--- config.mk ---
export PLATFORM = sky130hd
export DESIGN_NAME = hazard_ctrl
export DESIGN_NICKNAME = d
export VERILOG_FILES = /design/src/rtl/hazard_ctrl.sv
export SDC_FILE = /design/constraint.sdc
export NUM_CORES = 1
export LEC_CHECK = 0
export ABC_AREA = 1
export CAP_MARGIN = 20
export CORE_MARGIN = 2
export CORE_UTILIZATION = 40
export CTS_CLUSTER_SIZE = 25
export DETAILED_ROUTE_END_ITERATION = 16
export GPL_TIMING_DRIVEN = 0
export MAX_ROUTING_LAYER = met4
export PLACE_DENSITY_LB_ADDON = 0.05
export SYNTH_ARGS = -nofsm -noshare
export SYNTH_HDL_FRONTEND = slang
export SYNTH_SLANG_ARGS = --single-unit
--- constraint.sdc ---
create_clock -name clk -period 2.9 [get_ports clk]
set_clock_uncertainty 0.2 [all_clocks]
set_input_delay 0.58 -clock clk [delete_from_list [all_inputs] [get_ports clk]]
set_output_delay 0.58 -clock clk [all_outputs]
set_load 0.02 [all_outputs]
--- src/rtl/hazard_ctrl.sv ---
// Pipeline hazard controller: stall/flush/bubble sequencing, operand forwarding,
// memory-wait timeout supervision and saturating performance counters.
//
// state    | meaning
// RUN      | normal issue; stall, flush and load-use handled combinationally
// MEM_WAIT | data-memory access outstanding; wait_cnt counts stalled cycles
// ERROR    | memory wait exceeded TIMEOUT; pipeline frozen until reset
module hazard_ctrl #(
  parameter int TIMEOUT = 255,
  parameter int CNT_W   = 16
) (
  input  logic             clk,
  input  logic             rst,
  input  logic [4:0]       rs1_d,
  input  logic [4:0]       rs2_d,
  input  logic [4:0]       rs1_e,
  input  logic [4:0]       rs2_e,
  input  logic [4:0]       rd_e,
  input  logic             load_e,
  input  logic [4:0]       rd_m,
  input  logic             reg_write_m,
  input  logic [4:0]       rd_w,
  input  logic             reg_write_w,
  input  logic             pc_src_e,
  input  logic             mem_req_m,
  input  logic             mem_ready,
  output logic             we_pc,
  output logic             we_fd,
  output logic             we_de,
  output logic             we_em,
  output logic             we_mw,
  output logic             empty_fd,
  output logic             empty_de,
  output logic             empty_mw,
  output logic [1:0]       forward_a_e,
  output logic [1:0]       forward_b_e,
  output logic             mem_timeout,
  output logic [CNT_W-1:0] stall_cnt,
  output logic [CNT_W-1:0] flush_cnt
);

  typedef enum logic [1:0] {
    RUN      = 2'd0,
    MEM_WAIT = 2'd1,
    ERROR    = 2'd2
  } state_t;

  localparam logic [15:0] TIMEOUT_V = 16'(TIMEOUT);

  state_t      state, state_nxt;
  logic [15:0] wait_cnt, wait_cnt_nxt;
  logic        timeout_set;
  logic        mem_stall;
  logic        load_use;
  logic        stall_act;
  logic        flush_act;

  assign mem_stall = mem_req_m & ~mem_ready;
  assign load_use  = load_e && (rd_e != 5'd0) && ((rd_e == rs1_d) || (rd_e == rs2_d));

  always_ff @(posedge clk or negedge rst) begin
    if (!rst) begin
      state       <= RUN;
      wait_cnt    <= 16'd0;
      mem_timeout <= 1'b0;
      stall_cnt   <= '0;
      flush_cnt   <= '0;
    end else begin
      state    <= state_nxt;
      wait_cnt <= wait_cnt_nxt;
      if (timeout_set)
        mem_timeout <= 1'b1;
      if (stall_act && (stall_cnt != {CNT_W{1'b1}}))
        stall_cnt <= stall_cnt + CNT_W'(1);
      if (flush_act && (flush_cnt != {CNT_W{1'b1}}))
        flush_cnt <= flush_cnt + CNT_W'(1);
    end
  end

  always_comb begin
    state_nxt    = state;
    wait_cnt_nxt = wait_cnt;
    timeout_set  = 1'b0;
    case (state)
      RUN: begin
        if (mem_stall) begin
          state_nxt    = MEM_WAIT;
          wait_cnt_nxt = 16'd1;
        end
      end
      MEM_WAIT: begin
        // completion and a withdrawn request both end the wait
        if (mem_ready || !mem_req_m) begin
          state_nxt    = RUN;
          wait_cnt_nxt = 16'd0;
        end else if (wait_cnt == TIMEOUT_V) begin
          state_nxt   = ERROR;
          timeout_set = 1'b1;
        end else begin
          wait_cnt_nxt = wait_cnt + 16'd1;
        end
      end
      ERROR: begin
        state_nxt = ERROR;
      end
      default: begin
        state_nxt    = RUN;
        wait_cnt_nxt = 16'd0;
      end
    endcase
  end

  always_comb begin
    we_pc     = 1'b1;
    we_fd     = 1'b1;
    we_de     = 1'b1;
    we_em     = 1'b1;
    we_mw     = 1'b1;
    empty_fd  = 1'b0;
    empty_de  = 1'b0;
    empty_mw  = 1'b0;
    stall_act = 1'b0;
    flush_act = 1'b0;
    if (!rst || (state == ERROR)) begin
      we_pc = 1'b0;
      we_fd = 1'b0;
      we_de = 1'b0;
      we_em = 1'b0;
      we_mw = 1'b0;
    end else if (mem_stall) begin
      we_pc     = 1'b0;
      we_fd     = 1'b0;
      we_de     = 1'b0;
      we_em     = 1'b0;
      empty_mw  = 1'b1;
      stall_act = 1'b1;
    end else if (pc_src_e) begin
      // a flush squashes the dependent instruction, so load-use is moot
      empty_fd  = 1'b1;
      empty_de  = 1'b1;
      flush_act = 1'b1;
    end else if (load_use) begin
      we_pc     = 1'b0;
      we_fd     = 1'b0;
      empty_de  = 1'b1;
      stall_act = 1'b1;
    end
  end

  always_comb begin
    forward_a_e = 2'b00;
    forward_b_e = 2'b00;
    if (rst) begin
      if (reg_write_m && (rd_m != 5'd0) && (rd_m == rs1_e))
        forward_a_e = 2'b10;
      else if (reg_write_w && (rd_w != 5'd0) && (rd_w == rs1_e))
        forward_a_e = 2'b01;
      if (reg_write_m && (rd_m != 5'd0) && (rd_m == rs2_e))
        forward_b_e = 2'b10;
      else if (reg_write_w && (rd_w != 5'd0) && (rd_w == rs2_e))
        forward_b_e = 2'b01;
    end
  end

endmodule

======== Word level (Yosys, flattened, before mapping) ========
Cells that the tools add are included.
storage, ports and cells
  input bits .............................. 43
  output and inout bits ................... 45
  flip-flop bits (word level) ............. 51
  logic and storage cells ................. 82
cells by class
  reduce and logical (&&, ||, !) cells .... 21
  add/sub/neg operators ................... 3
  equal/unequal tests ..................... 14
  bitwise logic cells ..................... 3
  mux-type cells .......................... 36
operator list
  operator                 count
  $add A16 B1 Y16 const B  3
  $mux W16                 3
  $pmux W16 S3             1
  $ne A16 B16 Y1 const B   2
  $eq A5 B5 Y1             6
  $mux W1                  24
  $eq A16 B8 Y1 const B    1
  $reduce_bool A5 Y1       3
  $mux W2                  7
  $logic_and A1 B1 Y1      10
  $ne A3 B3 Y1 const B     2
  $pmux W2 S3              1
  $logic_or A1 B1 Y1       3
  $reduce_and A3 Y1        1
  $eq A2 B1 Y1 const B     1
  $eq A2 B2 Y1 const B     1
  $logic_not A1 Y1         2
  $logic_not A2 Y1         1
  $ne A2 B2 Y1 const B     1
  $not A1 Y1               2
  $reduce_and A2 Y1        1
  $and A1 B1 Y1            1

======== Longest topological paths before layout ========
Gate-level depths: netlist of run 1.
  word-level depth ........................ 8
  mapped depth ............................ 12
  gate-level depth less buffers ........... 11

======== Least setup slack after synthesis of run 1 ========
Ideal clock, no wire load.
  path type ............................... input -> output
  from .................................... input rst
  to ...................................... output we_pc
  arrival ................................. 1.664 ns
  setup slack ............................. 0.456 ns
  buffers on the path ..................... 1
  stages on the path ...................... 7
  data required time ...................... 2.120 ns
  cells stage by stage .................... inv_1 > a21oi_4 > nand2_4 > inv_1 > nand2_1 > inv_1 > buf_4
between the ends
  word-level cells in the longest chain between the ends .. 3
ends and longest elaborated chain
  element             line  text
  start, declared     13    input logic rst,
  $logic_not A1 Y1    124   if (!rst || (state == ERROR)) begin
  $logic_or A1 B1 Y1  124
  $mux W1             --
  end, declared       27    output logic we_pc,
No other way between the ends.

======== Worst setup path after layout of run 1 ========
  from .................................... input rd_m[2]
  to ...................................... output forward_b_e[1]
between the ends
  word-level cells in the longest chain between the ends .. 5
  elaborated cells on any way between the ends .. 6
  classes of those cells .................. eq/ne: 1; mux: 2; reduce/logical: 3
ends and longest elaborated chain
  element                  line  text
  start, declared          20    input logic [4:0] rd_m,
  $reduce_bool A5 Y1       158   if (reg_write_m && (rd_m != 5'd0) && (rd_m == rs2_e))
  $logic_and A1 B1 Y1      158
  $logic_and A1 B1 Y1 (*)  158
  $mux W2 (*)              158
  $mux W2 (*)              153   if (rst) begin
  end, declared            36    output logic [1:0] forward_b_e,
Every way passes the cells marked *; elsewhere a longest branch is shown, timed or not.

==> out/metrics.cfg, run 1 <==
[status]
run_status = finished clean

[grt]
grt_pass1_wl_um = 15500
grt_pass1_vias = 3440
track_usage = 0.198
grt_max_degree = 32
overflow = 0
antenna_found_initial = 0

[floorplanning]
initial_core_util = 0.409
die_h_um = 98.2
die-area_mm2 = 0.00964
pin_count = 88
num_rows = 34
die_w_um = 98.2
placeableCoreArea_mm2 = 0.00868

[synth]
synth-warning-count = 0
yosys.area.top_type = dfrtp_1
avgSynthCellArea_um2 = 7.31
ys.flop_type = dfrtp_1
ys_seq_area_frac = 0.360
syn_nets = 531
synth_top_area_share = 0.360
ys_types = 40
async_flop_share = 1.00
synth_edf_count = 0
syn_area_mm2 = 0.00355
yosys-top-cells-area = dfrtp_1 (36%), nand2_1 (14%), xor2_1 (7.9%)
netlist_instances = 485
ys_seq_elements = 51

[placed_design]
place_area_mm2 = 0.00457
port_buffers = 87
gp_congestion = 0.875
placedCellCount = 681
post-dp-hpwl_um = 6870

[critical_path]
cp.depth = 6
reg2regPathDepth = 11
crit_path_top_delay_cell = clkdlybuf4s50_1
r2r_start = wait_cnt[1]$_DFFE_PN0P_
required_ns = 2.12
cpLargestDelayFamily = buffers and inverters
regToRegEndpoint = wait_cnt[8]$_DFFE_PN0P_
crit_path_max_incr_delay_ns = 0.48
path_cells = clkdlybuf4s50_1 -> xor2_1 -> nor4_1 -> nand2_1 -> nor2_1 -> clkdlybuf4s15_1
crit_type = in2out
reg2reg_slack_ns = 0.58
worstPathMaxFanout = 3
end_kind = output port
start_kind = input port
crit_end = forward_b_e[1]
crit_buf_inv = 2
crit_start = rd_m[2]
cp.arrival_ns = 2.03

[route]
first_pass_iters = 4
vias = 3404
wl_per_cell_um = 12.8
viasPerCell = 4.92
first_iter_violations = 116
ant_nets = 0
drc = 0
routed_wl_um = 8870

[timing]
tns_ns = 0
timing.final.crit_share = 0.970
drv_slew = 0
setup_viol = 0
maxSlewHeadroom = 0.622
hold_viol = 0
min_period_ns = 2.81
fin_hold_ws_ns = 0.0163
max_clock_freq_mhz = 355
worstMarginPinSlew_ns = 0.563
rsz0062_at_grt = no

[clocking]
root_buffer = clkbuf_8
clkLatencyLatePin_ns = 0.31
cts_tree = yes
clockBufferDepth = 2
clock_sinks = 51
clkTransAtPathRegs_ns = 0.10
htreeDepth = 2
cts_buffers = 5

[cells_and_area]
nNetsFinal = 629
syn2layout_area_growth_pct = 33.4
final_area_mm2 = 0.00473
fill_cells = 850
final_cell_mix = nand2_1 (130), inv_1 (66), clkdlybuf4s50_1 (66)
drive_above_1_share = 0.111
layout.cells.non_filler = 692
final_common_cell = nand2_1
fin_util = 0.545
antenna_cells = 0

[power_and_ir_drop]
p_sw_frac = 0.272
p_per_area_mw_per_mm2 = 287
p_seq_frac = 0.537
clock_power_share = 0.315
leakagePower_nw = 2.35
combPwrFrac = 0.148
power_switching_uw = 369
vdd_drop_max_v = 0.000228
intPower_uw = 990

[worst_hold_path]
hp-class = in2async

[flow_run]
cap_violations = 0

flip-flops by register name, indices dropped and copies added, names as in the netlist:
name	count
flush_cnt	16
stall_cnt	16
wait_cnt	16
state	2
mem_timeout	1
timing repair:
item | CTS | global route
endpoints found under the setup margin | 12 | 8
buffers inserted | 1 | 0
hold endpoints to repair | 20 | 0
pin swaps | 0 | 3
hold buffers | 1 | 0
resized for setup | 26 | 24
layout make-up:
cell class,count,area (µm²),area share
Clock inverter,3,18.8,0.00397
Inverter,73,278,0.0587
Sequential cell,51,1280,0.270
Timing Repair Buffer,91,925,0.195
Clock buffer,5,68.8,0.0145
Buffer,7,47.5,0.0100
Multi-Input combinational cell,354,1980,0.419
Tap cell,108,135,0.0286
kinds of logic after synthesis:
family	Yosys count	synth area share
simple gates	274	0.355
buf+inv	80	0.0910
flops	51	0.360
xor+xnor	48	0.119
compound gates	29	0.0653
fa+ha+maj	3	0.0106
through the flow:
stage | worst slack [ns] | power (mW)
finish | 0.0866 | 1.36
global route | 0.000911 | 1.43
detailed placement | -0.676 | 0.936
floorplan | 0.456 | 0.827
CTS | 0.00363 | 1.37
global placement | -2.87 | 0.931
layer usage:
| layer | global-route usage | share of wire | wire length [µm] |
|---|---|---|---|
| met1 | 0.258 | 0.48 | 4280 |
| met4 | 0.0443 | 0.014 | 120 |
| met5 | - | 0 | 0 |
| met3 | 0.0372 | 0.044 | 392 |
| met2 | 0.323 | 0.46 | 4070 |
synth_stat cells, types with 2 or more instances:
cell,count
nor4_1,7
o21ai_0,7
inv_1,67
ha_1,3
o21ai_2,9
inv_2,4
nor3_1,15
xnor2_1,16
nand3_2,2
or2_2,3
nand4_1,11
a211oi_1,2
nor2_1,38
buf_4,2
nor2_4,2
nand3_1,51
nand2_4,2
nor3_2,2
dfrtp_1,51
nor3b_1,3
xor2_1,32
nand2_2,2
buf_2,3
nand2_1,132
o31ai_1,4
worst min path at each step:
stage                                       start                        to  cells past startpoint
after global routing                          rst  wait_cnt[14]$_DFFE_PN0P_                      2
after global placement    mem_timeout$_DFFE_PN0P_   mem_timeout$_DFFE_PN0P_                      2
after CTS                                     rst  wait_cnt[14]$_DFFE_PN0P_                      2
after detailed placement  mem_timeout$_DFFE_PN0P_   mem_timeout$_DFFE_PN0P_                      2
final                                         rst  wait_cnt[14]$_DFFE_PN0P_                      2
after floorplan                               rst  flush_cnt[0]$_DFFE_PN0P_                      0
power by group through the flow:
| stage | combinational (mW) | clock [mW] | sequential (mW) |
|---|---|---|---|
| global route | 0.226 | 0.471 | 0.732 |
| finish | 0.202 | 0.428 | 0.730 |
| floorplan | 0.0857 | 0 | 0.742 |
| global placement | 0.187 | 0 | 0.744 |
| CTS | 0.199 | 0.444 | 0.730 |
| detailed placement | 0.192 | 0 | 0.744 |
(Power assumes the default switching activity.)
==> run 2: changes to the inputs <==
Settings changed: ABC_AREA 1 to default, CTS_CLUSTER_SIZE 25 to 40.
==> out/metrics.cfg, run 2 <==
[placed_design]
post-dp-hpwl_um = 5590  ; -19%
place_area_mm2 = 0.00406  ; -11%
port_buffers = 87  ; unchanged
gp_congestion = 0.848  ; -3.0%

[synth]
yosysMostFrequentCell = dfrtp_1
ys.flop_type = dfrtp_1
synth_edf_count = 0  ; unchanged
yosys.area.top_type = dfrtp_1
synth-warning-count = 0  ; unchanged
syn_nets = 361  ; -32%
yosys-top-cells-area = dfrtp_1 (42%), xor2_1 (11%), xnor2_1 (6.9%)
yosys-top-cells-count = dfrtp_1 (51), xor2_1 (38), nand2_1 (25)
netlist_instances = 315  ; -35%
ys_seq_area_frac = 0.419  ; +0.0591
synth_top_area_share = 0.419  ; +0.0591
async_flop_share = 1.00  ; unchanged
avgSynthCellArea_um2 = 9.67  ; +32%
ys_types = 43  ; +7.5%
ys_seq_elements = 51  ; unchanged
syn_area_mm2 = 0.00305  ; -14%

[route]
wl_per_cell_um = 14.9  ; +16%
routed_wl_um = 7700  ; -13%
first_iter_violations = 121  ; +4.3%
ant_nets = 0  ; unchanged
first_pass_iters = 5  ; +1
drc = 0  ; unchanged
viasPerCell = 5.10  ; +3.7%
vias = 2631  ; -23%

[power_and_ir_drop]
leakagePower_nw = 1.83  ; -22%
vdd_drop_max_v = 0.000515  ; +130%
p_per_area_mw_per_mm2 = 441  ; +54%

[critical_path]
regToRegEndpoint = stall_cnt[9]$_DFFE_PN0P_
cpLargestDelayFamily = simple AND/OR/NAND/NOR gates
end_kind = output port
reg2regPathDepth = 7  ; -4
r2r_start = stall_cnt[3]$_DFFE_PN0P_
crit_buf_inv = 3  ; +1
start_kind = input port
path_cells = clkdlybuf4s15_1 -> or4_4 -> o21ai_2 -> nor3_2 -> nor3_2 -> buf_4 -> buf_6
crit_type = in2out
crit_path_max_incr_delay_ns = 0.54  ; +0.06 ns
required_ns = 2.12  ; about the same
path_common_cell = nor3_2
cp.arrival_ns = 2.08  ; +0.05 ns
crit_path_top_delay_cell = or4_4
reg2reg_slack_ns = 0.55  ; -0.03 ns
worstPathMaxFanout = 3  ; unchanged

[grt]
antenna_found_initial = 0  ; unchanged
grt_max_degree = 21  ; -34%
grt_pass1_wl_um = 13000  ; -16%
track_usage = 0.197  ; -0.00120
overflow = 0  ; unchanged
grt_pass1_vias = 2608  ; -24%

[floorplanning]
die_h_um = 91.3  ; -7.0%
pin_count = 88  ; unchanged
placeableCoreArea_mm2 = 0.00733  ; -16%
die-area_mm2 = 0.00833  ; -14%
initial_core_util = 0.416  ; +0.00686
num_rows = 31  ; -8.8%
die_w_um = 91.3  ; -7.0%

[timing]
max_clock_freq_mhz = 350  ; -1.7%
worstMarginPinSlew_ns = 0.808  ; +0.246 ns
drv_slew = 0  ; unchanged
rsz0062_at_grt = yes
timing.final.crit_share = 0.987  ; +0.0165
min_period_ns = 2.86  ; +0.0478 ns
maxSlewHeadroom = 0.460  ; -0.162
setup_viol = 0  ; unchanged
hold_viol = 0  ; unchanged
tns_ns = 0  ; unchanged

[clocking]
cts_tree = yes
cts_buffers = 5  ; unchanged
clockBufferDepth = 2  ; unchanged
clock_sinks = 51  ; unchanged
clkTransAtPathRegs_ns = 0.10  ; about the same
root_buffer = clkbuf_8
clkLatencyLatePin_ns = 0.31  ; about the same
htreeDepth = 2  ; unchanged

[cells_and_area]
nNetsFinal = 462  ; -27%
syn2layout_area_growth_pct = 39.3
final_area_mm2 = 0.00425  ; -10%
antenna_cells = 0  ; unchanged
reg_top3 = flush_cnt x16, stall_cnt x16, wait_cnt x16
final_common_cell = clkdlybuf4s50_1
final_cell_mix = clkdlybuf4s50_1 (56), dfrtp_1 (51), xor2_1 (38)
drive_above_1_share = 0.144  ; +0.0326

[status]
run_status = finished clean

[flow_run]
cap_violations = 0  ; unchanged

[worst_hold_path]
hp-class = in2async

## run 2: cell types whose count changed after synthesis, sizes merged, moves of 6 or more
| cell | delta |
|---|---|
| a211oi | +6 |
| a21oi | +9 |
| inv | -62 |
| nand2 | -110 |
| nand2b | +6 |
| nand3 | -32 |
| nor2 | -22 |
| nor3 | -10 |
| or4 | +6 |
| xnor2 | +8 |
| xor2 | +6 |
## run 2: area by class of cell
cell class	instances	area (µm²)
well taps	99	124
clock inverters	3	23.8
plain buffers	9	60.1
repair buffers	94	922
fillers	653	3090
inverters	10	37.5
flip-flops and latches	51	1280
multi-input cells	245	1730
clock buffers	5	68.8
## run 2: kinds of logic after synthesis
kind of cell	count (synthesis)	synth area share
mux	2	0.00739
buf+inv	19	0.0320
flops	51	0.419
simple gates	125	0.223
fa+ha+maj	3	0.0123
compound gates	53	0.129
xor+xnor	62	0.178
## run 2: how the worst max path moves through the flow
| stage | startpoint | to | slack (ns) | depth (start not counted) |
|---|---|---|---|---|
| 6_report | rd_e[2] | we_pc | 0.04 | 7 |
| 5_1_grt | rs2_d[3] | we_pc | -0.05 | 8 |
| 4_1_cts | rs2_d[0] | we_pc | -0.02 | 8 |
| 3_5_place_dp | rd_e[1] | we_pc | -0.88 | 7 |
| 3_3_place_gp | rst | forward_a_e[0] | -2.61 | 5 |
| 2_1_floorplan | rd_e[1] | we_pc | 0.009 | 5 |
## run 2: stage by stage
stage	total power [mW]	setup WS (ns)	hold WS, ns	instances	utilization
floorplan	1.15	0.00936	0.0844	315	-
global placement	1.43	-2.61	0.252	501	0.551
detailed placement	1.44	-0.876	0.256	502	0.553
CTS	1.90	-0.0212	0.0501	515	0.580
global route	1.97	-0.0493	0.0468	516	0.579
finish	1.87	0.0389	0.0513	516	0.579
## run 2: routing by layer
layer  routed length, µm  global-route usage  vias to the layer above  share of wire
met5                   0                   -                        -              0
met4                  41              0.0417                        0         0.0053
met3                 277              0.0299                        2          0.036
met2                3740               0.323                       65           0.49
met1                3640               0.260                     1234           0.47
li1                    -                   -                     1330              -
## run 2: power breakdown
part	switching [mW]	internal, mW	total, mW	leakage (nW)
Combinational	0.276	0.276	0.553	1.10
Clock	0.264	0.175	0.439	0.0461
Sequential	0.102	0.780	0.882	0.676
Total	0.642	1.23	1.87	1.83
## run 2: timing repair
| item | 4_1_cts | 5_1_grt |
|---|---|---|
| pin swaps | 8 | 8 |
| hold buffers | 1 | 0 |
| gates cloned | 1 | 0 |
| hold endpoints to repair | 13 | 0 |
| endpoints found under the setup margin | 11 | 8 |
| gates resized for setup | 68 | 13 |
| setup buffers | 3 | 1 |
